$ cat src/rtl/led_pkg.sv
// Shared constants and helpers for the LED trail dimmer: default level width,
// the working width of the saturating subtractor and the subtractor itself.
package led_pkg;

    // Default brightness resolution and the matching full-on level.
    localparam int PWM_BITS_DEF = 4;
    localparam int MAX_DEF      = (1 << PWM_BITS_DEF) - 1;

    // Working width of sat_sub; callers zero-extend into it and take the low bits back.
    localparam int SAT_W = 16;

    // Brightness level at the default resolution.
    typedef logic [PWM_BITS_DEF-1:0] level_t;

    // Full-on level for a given resolution, expressed at the working width.
    function automatic logic [SAT_W-1:0] max_level(input int bits);
        return SAT_W'((1 << bits) - 1);
    endfunction

    // Unsigned subtraction that clamps at zero instead of wrapping.
    function automatic logic [SAT_W-1:0] sat_sub(input logic [SAT_W-1:0] a,
                                                 input logic [SAT_W-1:0] b);
        return (a > b) ? (a - b) : '0;
    endfunction

endpackage

$ cat src/rtl/led_pwm_channel.sv
// One LED channel: brightness level register with load/decay and a registered
// PWM comparator against the shared period counter.
module led_pwm_channel
    import led_pkg::*;
#(
    parameter int PWM_BITS   = 4,
    parameter int DECAY_STEP = 4
) (
    input  logic                clk,
    input  logic                rst_n,
    input  logic                load,
    input  logic                decay_tick,
    input  logic [PWM_BITS-1:0] pwm_cnt,
    output logic                pwm_out
);

    localparam logic [PWM_BITS-1:0] MAX = PWM_BITS'(max_level(PWM_BITS));

    logic [PWM_BITS-1:0] level_reg;
    logic [PWM_BITS-1:0] level_next;
    logic [SAT_W-1:0]    dec_full;
    logic                pwm_out_reg;

    assign dec_full = sat_sub(SAT_W'(level_reg), SAT_W'(DECAY_STEP));

    // Load wins over decay; decay never goes below zero.
    always_comb begin
        level_next = level_reg;
        if (load) begin
            level_next = MAX;
        end else if (decay_tick) begin
            // dec_full never exceeds level_reg; the clamp only keeps the narrowing exact.
            level_next = (dec_full > SAT_W'(MAX)) ? MAX : dec_full[PWM_BITS-1:0];
        end
    end

    // Level and PWM drive registers; the comparator uses the current level and count.
    always_ff @(posedge clk or negedge rst_n) begin
        if (!rst_n) begin
            level_reg   <= '0;
            pwm_out_reg <= 1'b0;
        end else begin
            level_reg   <= level_next;
            pwm_out_reg <= (level_reg > pwm_cnt);
        end
    end

    assign pwm_out = pwm_out_reg;

endmodule

$ cat src/rtl/led_trail_dimmer.sv
// Comet-tail dimmer: each lit input bit reloads its channel to full brightness,
// which then fades in fixed steps while the PWM period counter runs freely.
module led_trail_dimmer
    import led_pkg::*;
#(
    parameter int WIDTH       = 8,
    parameter int PWM_BITS    = 4,
    parameter int DECAY_TICKS = 64,
    parameter int DECAY_STEP  = 4
) (
    input  logic             clk,
    input  logic             rst_n,
    input  logic             enable,
    input  logic [WIDTH-1:0] led_in,
    output logic [WIDTH-1:0] pwm_out,
    output logic             period_start
);

    // Decay counter needs at least one bit even when DECAY_TICKS is 1.
    localparam int                  DCW        = (DECAY_TICKS > 1) ? $clog2(DECAY_TICKS) : 1;
    localparam logic [PWM_BITS-1:0] PWM_LAST   = PWM_BITS'(max_level(PWM_BITS) - 1);
    localparam logic [DCW-1:0]      DECAY_LAST = DCW'(DECAY_TICKS - 1);

    logic [PWM_BITS-1:0] pwm_cnt_reg;
    logic [PWM_BITS-1:0] pwm_cnt_next;
    logic [DCW-1:0]      decay_cnt_reg;
    logic [DCW-1:0]      decay_cnt_next;
    logic                decay_tick;
    logic                period_start_reg;

    // Period counter wraps after MAX-1 so a full period is MAX clocks.
    always_comb begin
        pwm_cnt_next = (pwm_cnt_reg == PWM_LAST) ? '0 : pwm_cnt_reg + PWM_BITS'(1);
    end

    // Decay prescaler only advances while enabled and keeps its phase when frozen.
    always_comb begin
        decay_tick     = enable && (decay_cnt_reg == DECAY_LAST);
        decay_cnt_next = decay_cnt_reg;
        if (enable) begin
            decay_cnt_next = (decay_cnt_reg == DECAY_LAST) ? '0 : decay_cnt_reg + DCW'(1);
        end
    end

    // Shared counters and the period-start pulse.
    always_ff @(posedge clk or negedge rst_n) begin
        if (!rst_n) begin
            pwm_cnt_reg      <= '0;
            decay_cnt_reg    <= '0;
            period_start_reg <= 1'b0;
        end else begin
            pwm_cnt_reg      <= pwm_cnt_next;
            decay_cnt_reg    <= decay_cnt_next;
            period_start_reg <= (pwm_cnt_reg == '0);
        end
    end

    assign period_start = period_start_reg;

    generate
        for (genvar gi = 0; gi < WIDTH; gi++) begin : g_ch
            led_pwm_channel #(
                .PWM_BITS   (PWM_BITS),
                .DECAY_STEP (DECAY_STEP)
            ) u_ch (
                .clk        (clk),
                .rst_n      (rst_n),
                .load       (led_in[gi]),
                .decay_tick (decay_tick),
                .pwm_cnt    (pwm_cnt_reg),
                .pwm_out    (pwm_out[gi])
            );
        end
    endgenerate

endmodule

$ cat config.mk
export PLATFORM = sky130hd
export DESIGN_NAME = led_trail_dimmer
export DESIGN_NICKNAME = d
export VERILOG_FILES = /design/src/rtl/led_pkg.sv /design/src/rtl/led_pwm_channel.sv /design/src/rtl/led_trail_dimmer.sv
export SDC_FILE = /design/constraint.sdc
export NUM_CORES = 1
export LEC_CHECK = 0
export CORE_MARGIN = 2
export CORE_UTILIZATION = 55
export DETAILED_ROUTE_END_ITERATION = 10
export PLACE_DENSITY = 0.76
export SYNTH_ARGS = -nofsm -noshare
export SYNTH_HDL_FRONTEND = slang
export SYNTH_SLANG_ARGS = --single-unit
$ cat constraint.sdc
create_clock -name clk -period 4.25 [get_ports clk]
set_input_delay 0.85 -clock clk [delete_from_list [all_inputs] [get_ports clk]]
set_output_delay 0.85 -clock clk [all_outputs]
set_load 0.005 [all_outputs]
== Yosys cells after proc, flatten, opt, wreduce, memory -nomap -nowiden ==
Index checks and enable logic that the tools add are counted.

* Bits in registers: 51
* Latch bits: 0
* RAM bits: 0
* ROM bits: 0
* Input port bits: 11
* Output and inout port bits: 9
* Logic and storage cells: 99
* Memories: 0

* Add/sub/neg operators: 10
* Multiply operators: 0
* Div/mod/pow operators: 0
* $lt $le $gt $ge: 24
* Equality and inequality tests: 2
* Shifts and indexed selects: 0
* Muxes and demuxes: 34
* Bitwise gates (word level): 0
* Reductions and logical operators: 10

{| class="wikitable"
|+ Operators with widths
! operator !! count
|-
| $gt A16 B4 Y1 const B || 8
|-
| $mux W16 || 8
|-
| $mux W4 || 25
|-
| $sub A4 B3 Y5 const B || 8
|-
| $gt A4 B3 Y1 const B || 8
|-
| $gt A4 B4 Y1 || 8
|-
| $reduce_bool A2 Y1 || 8
|-
| $add A6 B1 Y6 const B || 1
|-
| $eq A6 B6 Y1 const B || 1
|-
| $mux W6 || 1
|-
| $add A4 B1 Y4 const B || 1
|-
| $eq A4 B4 Y1 const B || 1
|-
| $logic_not A4 Y1 || 1
|-
| $logic_and A1 B1 Y1 || 1
|}

== Longest topological paths before layout ==
* Word-level depth: 6
* Mapped depth: 5

== By module ==
From an unflattened synthesis, not the netlist that was laid out.

* Cells, all modules: 258
* Area, all modules: 2805.2 um2

{| class="wikitable"
|+ By module, submodules not included
! module !! instances !! cells each !! area each (um2) !! sequential area each (um2)
|-
| led_pwm_channel || 8 || 27 || 291.5 || 125.1
|-
| led_trail_dimmer || 1 || 42 || 473.0 || 275.3
|}

== Worst setup path before layout ==
Ideal clock, no wire load.

* Path kind: input to register
* Start: in enable
* End: reg g_ch[0].u_ch.level_reg[2]
* Data arrival time: 1.583 ns
* Data required time: 4.126 ns
* Path slack: 2.544 ns
* Cell stages on the path: 4
* Cells stage by stage: nand2_1 or2_1 buf_2 a211o_1

* Word-level cells in the longest chain between the ends: 2

{| class="wikitable"
|+ Ends and longest elaborated chain
! what !! RTL line !! source
|-
| start: declaration || led_trail_dimmer.sv:13 || <nowiki>input logic enable,</nowiki>
|-
| $logic_and A1 B1 Y1 || led_trail_dimmer.sv:38 || <nowiki>decay_tick = enable && (decay_cnt_reg == DECAY_LAST);</nowiki>
|-
| $reduce_bool A2 Y1 (no source line) || n/a ||
|-
| end signal: assignment || led_pwm_channel.sv:43 || <nowiki>level_reg <= level_next;</nowiki>
|-
| end: declaration || led_pwm_channel.sv:19 || <nowiki>logic [PWM_BITS-1:0] level_reg;</nowiki>
|}

No other way between the ends.
A chain may end at the register's enable or synchronous reset.

== Worst setup path after layout ==
* Start: in enable
* End: reg g_ch[7].u_ch.level_reg[2]

* Word-level cells in the longest chain between the ends: 2

{| class="wikitable"
|+ Ends and longest elaborated chain
! what !! RTL line
|-
| $logic_and A1 B1 Y1 || led_trail_dimmer.sv:38
|-
| $reduce_bool A2 Y1 (no source line) || n/a
|-
| end signal: assignment || led_pwm_channel.sv:43
|-
| end: declaration || led_pwm_channel.sv:19
|}

No other way between the ends.

==> results_dict.tcl <==
set metrics [dict create \
    status "completed" \
    r2r-start "decay_cnt_reg[0]" \
    startpoint_type "input pin" \
    synth_seq_cells 51 \
    largest_reg_flops 32 \
    cts_setup_buffers 0 \
    cp_max_fo 19 \
    fin_nets 310 \
    final_cell_mix "dfrtp_1 (51), ha_1 (33), nor2_1 (25), o21ai_0 (21)" \
    totalPowerFinal_uw 896 \
    ys_types 25 \
    routed_wl_mm 4.65 \
    clk_pin_slew_ns 0.09 \
    syn_area_per_cell_sq_um 10.7 \
    finalHoldViolations 0 \
    timing.setup.tns_ns 0 \
    final_common_cell "dfrtp_1" \
    vias 1898 \
    grt_antenna_before_repair 0 \
    initial_core_util_pct 56.7 \
    syn-instance-count 250 \
    p_leak_uw 0.00121 \
    htreeDepth 2 \
    fin_crit_sh_pct 58.3 \
    reg2reg_slack_ns 2.28 \
    fin_crit_ns 2.48 \
    grt_pass1_vias 1804 \
    cts_tree "built" \
    rsz0062_at_grt "no" \
    die_h_um 73.8 \
    cts.sinks 51 \
    fmax_ghz 0.403 \
    grt_usage_pct 19.9 \
    dp_worst_setup_slack_ns 1.47 \
    cp.required_ns 4.44 \
    grt_max_degree 35 \
    criticalPathCategory "input pin to flip-flop" \
    worstRegToRegCells 4 \
    drv_cap 0 \
    drc 0 \
    r2r_end "g_ch[7].u_ch.level_reg[2]" \
    ios 20 \
    synth_nets 294 \
    multi_input_area_sq_um 1280 \
    drv_slew 0 \
    row_count 25 \
    gp_congestion 0.720 \
    worstSetupEndpointType "flip-flop" \
    ant_nets 0 \
    dieArea_sq_um 5440 \
    cts_root_buffer "clkbuf_8" \
    syn-cell-area_sq_um 2680 \
    worst_ep_arrival_time_ns 2.67 \
    finalSetupViolCount 0 \
    irDropWorstVdd_v 0.000202 \
    register_area_sq_um 1280 \
    gr-total-overflow 0 \
    areaGrowthSynthToFinish_pct 10.6 \
    antenna-diode-count 0 \
    nFillCells 386 \
    drive_gt1_share_pct 4.49 \
    cts_max_path_buffers 2 \
    core_area_sq_um 4720 \
    ys_seq_area_share_pct 47.7 \
    drtIter0Drc 84 \
    worst_slew_pin_slew_ns 0.615 \
    hold_path_class "input pin to async pin" \
    cts_resized 0 \
    dp.final_hpwl_mm 3.24 \
    slew_headroom_pct 58.9 \
    avgRoutedWirePerCell_um 13.9 \
    die_w_um 73.8 \
    fin_skew_ns 0.00732 \
    cts_hold_buffers 0 \
    worst_skew_pair.late_latency_ns 0.31 \
    numCtsBuffers 5 \
    dr.pass1.iters 4 \
    layout_setup_ws_ns 1.77 \
    p_per_area_nw_per_um2 303 \
    grt_pass1_wl_mm 8.16 \
    vias_per_cell 5.68 \
    synth_warnings 0 \
    port_buffers 19 \
]
-- Yosys cell counts (all sizes together) --
cell type,number,area [sq um]
dfrtp,51,1280
ha,33,413
nor2,26,100
o21ai,21,105
a21oi,18,90.1
a21o,16,120
inv,13,48.8
nand4,12,90.1
buf,11,75.1
a211o,8,70.1
nor2b,8,50.1
nor4b,8,70.1
or4,8,60.1
nand2,7,26.3
mux2,2,22.5
xnor2,2,17.5
a31oi,1,6.26
nor4,1,6.26
o211ai,1,7.51
o31ai,1,7.51
or2,1,6.26
xor2,1,8.76
-- final cells by class --
| type | instances | share of cell area, % |
|---|---|---|
| well taps | 67 | 2.83 |
| clock inverters | 1 | 0.169 |
| multi-input cells | 175 | 43.2 |
| clock buffers | 7 | 2.58 |
| inverters | 13 | 1.65 |
| flip-flops and latches | 51 | 43.1 |
| repair buffers | 20 | 6.51 |
-- logic make-up after synthesis --
| logic type | count (synthesis) | synth area share (%) |
|---|---|---|
| DFF | 51 | 47.7 |
| xor gates and xnor gates | 3 | 0.981 |
| AOI/OAI and AO/OA | 66 | 15.2 |
| adders and majority gates | 33 | 15.4 |
| muxes | 2 | 0.841 |
| and+or+nand+nor | 71 | 15.3 |
| buffers and inverters | 24 | 4.63 |
-- how the worst max path moves through the flow --
stage	startpoint	to	slack, ns	cells after the start
floorplan	enable	g_ch[0].u_ch.level_reg[2]	2.54	4
CTS	enable	g_ch[7].u_ch.level_reg[2]	1.78	4
finish	enable	g_ch[7].u_ch.level_reg[2]	1.77	4
detailed placement	enable	g_ch[7].u_ch.level_reg[2]	1.47	4
global route	enable	g_ch[7].u_ch.level_reg[2]	1.62	4
global placement	enable	g_ch[0].u_ch.level_reg[2]	1.52	4
-- critical path, cell delays in order --
cell and delay, ns:
clkdlybuf4s50_1 0.60, nand2_1 0.41, or2_1 0.48, a211o_1 0.33
-- power by group --
part | switching, uW | leakage, uW | internal, uW
clock | 151 | 0.0000422 | 116
combinational | 45.5 | 0.000675 | 36.2
sequential | 37.3 | 0.000488 | 510
total | 234 | 0.00121 | 662
-- metrics by stage --
stage | hold slack (ns) | utilization [%] | cell area [sq um] | instances
detailed placement | 0.469 | 61.0 | 2880 | 326
global placement | 0.463 | 61.0 | 2880 | 326
finish | 0.456 | 62.7 | 2960 | 334
global route | 0.484 | 62.7 | 2960 | 334
CTS | 0.466 | 62.7 | 2960 | 334
floorplan | 0.449 | - | 2680 | 250
-- metal layers --
layer | vias up | GRT usage [%] | routed length [um]
met1 | 922 | 26.9 | 2310
met2 | 27 | 31.2 | 2130
met5 | - | 0 | 0
met4 | 0 | 7.88 | 85
met3 | 6 | 4.53 | 127
li1 | 943 | - | -
Note: power is estimated with default switching activity, not from simulation.
